[config.mk]
export PLATFORM = sky130hd
export DESIGN_NAME = decoder_3to8
export DESIGN_NICKNAME = d
export VERILOG_FILES = /design/src/rtl/decoder_3to8_pkg.sv /design/src/rtl/decoder_3to8_core.sv /design/src/rtl/decoder_3to8.sv
export SDC_FILE = /design/constraint.sdc
export NUM_CORES = 1
export LEC_CHECK = 0
export CAP_MARGIN = 20
export CORE_AREA = 4 4 41 43
export CTS_BUF_LIST = sky130_fd_sc_hd__clkbuf_4 sky130_fd_sc_hd__clkbuf_8 sky130_fd_sc_hd__clkbuf_16
export CTS_CLUSTER_DIAMETER = 100
export DETAILED_ROUTE_END_ITERATION = 8
export DIE_AREA = 0 0 45 47
export SLEW_MARGIN = 20
export SYNTH_ARGS = -nofsm -noshare
export SYNTH_HDL_FRONTEND = slang
export SYNTH_SLANG_ARGS = --single-unit
[constraint.sdc]
create_clock -name clk -period 1.77 [get_ports clk]
set_input_delay 0.354 -clock clk [delete_from_list [all_inputs] [get_ports clk]]
set_output_delay 0.354 -clock clk [all_outputs]
set_load 0.01 [all_outputs]
[src/rtl/decoder_3to8_pkg.sv]
// Shared widths, types and reset value for the registered 3-to-8 decoder.
package decoder_3to8_pkg;

    localparam int unsigned SEL_W = 3;
    localparam int unsigned OUT_W = 8;

    typedef logic [SEL_W-1:0] sel_t;
    typedef logic [OUT_W-1:0] onehot_t;

    localparam onehot_t DEC_RST_VAL = 8'h00;

    // One-hot pattern for a select value; zero when disabled.
    function automatic onehot_t decode_sel(input logic en, input sel_t sel);
        onehot_t res;
        res = '0;
        if (en) begin
            res[sel] = 1'b1;
        end
        return res;
    endfunction

endpackage

[src/rtl/decoder_3to8_core.sv]
// Combinational one-hot decode of a 3-bit select, gated by an enable.
// Ports:
//   en     - decode enable, active-high
//   sel    - select value 0..7
//   dec_c  - one-hot decode (all zero when en=0), combinational
module decoder_3to8_core
    import decoder_3to8_pkg::*;
(
    input  logic             en,
    input  logic [SEL_W-1:0] sel,
    output logic [OUT_W-1:0] dec_c
);

    always_comb begin
        dec_c = decode_sel(en, sel_t'(sel));
    end

endmodule

[src/rtl/decoder_3to8.sv]
// Registered 3-to-8 line decoder with active-high enable.
// Ports:
//   clk            - rising-edge clock
//   rst            - synchronous active-high reset, clears all outputs
//   en             - decoder enable, active-high
//   in2, in1, in0  - select bits (in2 is MSB)
//   d7..d0         - registered one-hot outputs, dK high for select K
// Optional build macro:
//   DECODER_3TO8_ONEHOT_CHECK_EN - compiles in a simulation-only checker that
//   flags outputs which are not one-hot after an enabled cycle or not zero
//   after a disabled cycle.
module decoder_3to8
    import decoder_3to8_pkg::*;
(
    input  logic clk,
    input  logic rst,
    input  logic en,
    input  logic in2,
    input  logic in1,
    input  logic in0,
    output logic d7,
    output logic d6,
    output logic d5,
    output logic d4,
    output logic d3,
    output logic d2,
    output logic d1,
    output logic d0
);

    sel_t    sel;
    onehot_t dec_d;
    onehot_t dec_q;

    assign sel = {in2, in1, in0};

    decoder_3to8_core u_core (
        .en    (en),
        .sel   (sel),
        .dec_c (dec_d)
    );

    // Output register; reset wins over enable and select.
    always_ff @(posedge clk) begin
        if (rst) begin
            dec_q <= DEC_RST_VAL;
        end else begin
            dec_q <= dec_d;
        end
    end

    assign {d7, d6, d5, d4, d3, d2, d1, d0} = dec_q;

`ifdef DECODER_3TO8_ONEHOT_CHECK_EN
    // Remembers the enable that produced the current dec_q; valid is low
    // right after reset so the reset value is not judged against it.
    logic en_prev_q;
    logic chk_valid_q;

    always_ff @(posedge clk) begin
        if (rst) begin
            en_prev_q   <= 1'b0;
            chk_valid_q <= 1'b0;
        end else begin
            en_prev_q   <= en;
            chk_valid_q <= 1'b1;
        end
    end

    always_ff @(posedge clk) begin
        if (!rst && chk_valid_q) begin
            if (en_prev_q && !$onehot(dec_q)) begin
                $error("decoder_3to8: t=%0t en_prev=1 outputs=%b not one-hot",
                       $time, dec_q);
            end
            if (!en_prev_q && (dec_q != '0)) begin
                $error("decoder_3to8: t=%0t en_prev=0 outputs=%b not zero",
                       $time, dec_q);
            end
        end
    end
`endif

endmodule

# Word level (Yosys, flattened, before mapping)
# Index checks and enable logic that the tools add are counted.
# op_classes
div	0
eq_ne	0
n_lt_le_gt_ge	2
n_reduce_logical	2
n_shift	0
addsub	0
multipliers	0
mux	2
bitwise	1
# op_table
cell	n
< comparator 3 x 4 -> 1 bit (second input constant)	1
demux 1 bit (select 3 bit)	1
greater-or-equal comparator 3 x 1 -> 1 bit (second input constant)	1
OR reduction 2 bit	1
logical AND 1 bit	1
2-to-1 mux 1 bit	1
inverter 1 bit	1
# word_totals
elab_cells	8
regBits	8
output_inout_bits	8
ramBits	0
in_bits	6
n_memories	0
romBits	0
latch_bits	0

# Logic depth before layout (Yosys ltp)
# depth
depth_word	4
mapped_depth	2
ltp_nobuf	2

# Modules after synthesis
# Synthesis repeated with hierarchy kept, for this count alone.
# unflattened
hier_cells	24
area_unflattened_um2	306.5
# modules_own_cells
module	cells_per_inst	n_inst	seq_area_each_um2	area_per_inst_um2
decoder_3to8	16	1	160.2	210.2
decoder_3to8_core	8	1	0.0	96.3

# Worst setup path before layout
# OpenSTA, ideal clock, no wires.
# synth_timing
path_kind	input port to flip-flop
from	input port in0
to	register dec_q[0]
setup_slack_ns	0.859
setup_time_ns	0.073
path_stages	2
arrival_ns	0.838
t_required_ns	1.697
n_path_buf	0
path_cell_list	or3b_4 nor3_2
# synth_between
elab_chain_len	4
word_cells_on_any_way	5
classes_between	order compare (2); mux (2); reduce/logical (1)
# synth_rtl
item	line	source
start, declared	decoder_3to8.sv:20	input logic in0,
< comparator 3 x 4 -> 1 bit (not written as such) or greater-or-equal comparator 3 x 1 -> 1 bit (tied branches)	decoder_3to8_pkg.sv:17	res[sel] = 1'b1;
logical AND 1 bit (not written as such)	decoder_3to8_pkg.sv:17	
2-to-1 mux 1 bit (not written as such)	decoder_3to8_pkg.sv:17	
demux 1 bit (select 3 bit) *	-	
end signal, assigned	decoder_3to8.sv:46	dec_q <= DEC_RST_VAL;
end signal, assigned	decoder_3to8.sv:48	dec_q <= dec_d;
end, declared	decoder_3to8.sv:33	onehot_t dec_q;
# Every way passes the cells marked *; elsewhere a longest branch is shown, timed or not.
# A chain may end at the register's enable or synchronous reset.

# Final worst setup path
# layout_timing
from	register dec_q[2]
to	output port d2
# layout_lines
item	line	source
end, declared	decoder_3to8.sv:26	output logic d2,
# No word-level cell between the ends.

==> metrics.md <==
| Metric | Value |
|---|---|
| Status | `complete, no violations` |
| Chip Width | `45 um` |
| Arr. time, crit path | `between 1000 and 1500 ps` |
| Slew HR | `slightly below 90%` |
| Commonest non-fill, non-tap cell in the layout | `clkdlybuf4s50_1` |
| Seq/Total Area, Yosys | `68.8%` |
| Boundary Pins | `14` |
| WHS | `around 780 ps` |
| Syn Nets | `27` |
| Die height | `around 47 um` |
| CTS buffer count | `3` |
| Drc violations | `0` |
| Synthesized flop and latch total | `8` |
| Avg Inst Size Synth | `11.1 um2` |
| Gpl congestion | `0.659` |
| Critical path origin | `dec_q[2]$_SDFF_PP0_` |
| Power density over the cells | `around 860 nW/um2` |
| Crit path max-delay cell type | `clkdlybuf4s50_1` |
| Drt wl/cell | `8.77 um` |
| Final Hold Fails | `0` |
| Yosys Warn Count | `0` |
| Max stage delay on crit path | `530 ps` |
| Initial antenna violation count | `0` |
| Commonest cells after routing, fill and taps aside | `13 x clkdlybuf4s50_1, 8 x dfxtp_1, 6 x nor2_1, 3 x clkbuf_4, 2 x nand2b_1` |
| Min Tclk post-route | `1430 ps` |
| Synth area leaders | `dfxtp_1 69%, nor2_1 9.7%, nand2b_1 5.4%` |
| Startpoint Class | `flop` |
| Post-CTS setup buffers | `0` |
| Layout cells sized above 1 | `13.5%` |
| Post-placement cell count | `49` |
| Vias/cell | `3.63` |
| RSZ-0062 raised after global routing | `no` |
| Max Cap Viol | `0` |
| Starting DRT DRC Count | `0` |
| DR pass1 iterations | `1` |
| Std-Cell Core Area | `1300 um2` |
| DRT antenna net count | `0` |
| Worst slew pin tran | `around 190 ps` |
| Core Rows | `13` |
| Layout Nets | `45` |
| Antenna Cells | `0` |
| First-pass GRT wire length | `703 um` |
| Pin count of the biggest net entering global routing | `6` |
| Vias in the first global route | `177` |
| Clk root buf | `clkbuf_4` |
| Worst vdd rail ir drop | `0.301 mV` |
| Syn-to-layout area delta | `73.7%` |
| Reg clk slew, reported paths | `50 ps` |
| Worst hold start | `in2` |
| Clk sinks | `8` |
| Min-Delay Path Class | `in -> reg` |
| P_leak | `0.147 nW` |
| Crit Path Max Fanout | `1` |
| Max reg flops | `8` |
| Initial core utilization | `17.9%` |
| Pwr Total | `0.348 mW` |
| GRT Total Usage | `5.71%` |
| Crit-path cells | `clkdlybuf4s50_1` |
| Largest regs | `dec_q x8` |
| H-tree levels | `1` |
| Mapped Area | `233 um2` |
| Worst EP required | `between 1000 and 1500 ps` |
| CP endpoint kind | `output pin` |
| Crit path kind | `reg -> out` |
| Setup violations, final | `0` |
| Reg with most FFs | `dec_q` |
| Setup tns final | `0 ps` |
| Netlist cell types | `8` |
| Clock tree buffer depth | `2` |
| Peak Freq | `697 MHz` |
| Total Wirelength | `456 um` |
| Die area | `2120 um2` |
| CTS tree | `built` |
| Post-cts sizing count | `0` |
| Post-route insts no fill | `between 50 and 60` |
| Fillers | `155` |
| Largest delay contributor family on the critical path | `buffers and inverters` |
| Tcrit/Tclk final | `81.0%` |
| Critical path buffers and inverters | `1` |
| Post-synth top area share | `between 60% and 70%` |
| Total vias in the final route | `189` |
| Gr ovfl total | `0` |
| Port Buf Inserts | `13` |
| Fin. max-slew vios | `0` |
| Synth area leader | `dfxtp_1` |
| CTS Hold Bufs | `0` |
| Cells after synthesis | `21` |
==> per-layer routing <==
layer | part of all wire (%) | wire (um) | track usage (%) | vias to the layer above
met2 | 47 | 216 | 7.63 | 10
met5 | 0 | 0 | 0 | -
li1 | - | - | - | 102
met4 | 0 | 0 | 8.77 | 0
met3 | 12 | 53 | 4.60 | 0
met1 | 41 | 187 | 4.15 | 77
==> power breakdown <==
group	switching, mW	internal [mW]	total, mW
logic	0.0116	0.0189	0.0305
clock network	0.0563	0.0772	0.134
registers	0.000673	0.183	0.184
==> logic make-up (layout without fill, tap and decap cells) <==
family / Yosys count / count (layout) / share of synthesized area, %
DFF: 8 / 8 / 68.8
and+or+nand+nor: 13 / 13 / 31.2
buffers and inverters: 0 / 16 / 0
==> cells in the mapped netlist <==
master	n
nand2_1	1
nand2b_1	2
nor3_1	1
nand3b_1	1
or3b_4	1
nor3_2	1
dfxtp_1	8
nor2_1	6
==> area by class of cell <==
cell class	instances	area, um2	area share, %
multi-input cells	13	72.6	18.0
clock buffers	3	22.5	5.57
repair buffers	13	130	32.2
well taps	15	18.8	4.64
flip-flops and latches	8	160	39.6
==> worst paths after layout <==
path,to,slack [ps],depth (start not counted)
hold / removal,dec_q[0]$_SDFF_PP0_,780,2
setup / recovery,d2,340,1
==> metrics by stage <==
| stage | cell area, um2 | worst slack, ps | utilization (%) |
|---|---|---|---|
| floorplan | 233 | 859 | - |
| global placement | 382 | 368 | 29.3 |
| global route | 404 | 279 | 31.1 |
| CTS | 404 | 311 | 31.1 |
| detailed placement | 382 | 337 | 29.3 |
| finish | 404 | 336 | 31.1 |
Power figures use the tool's default switching activity.
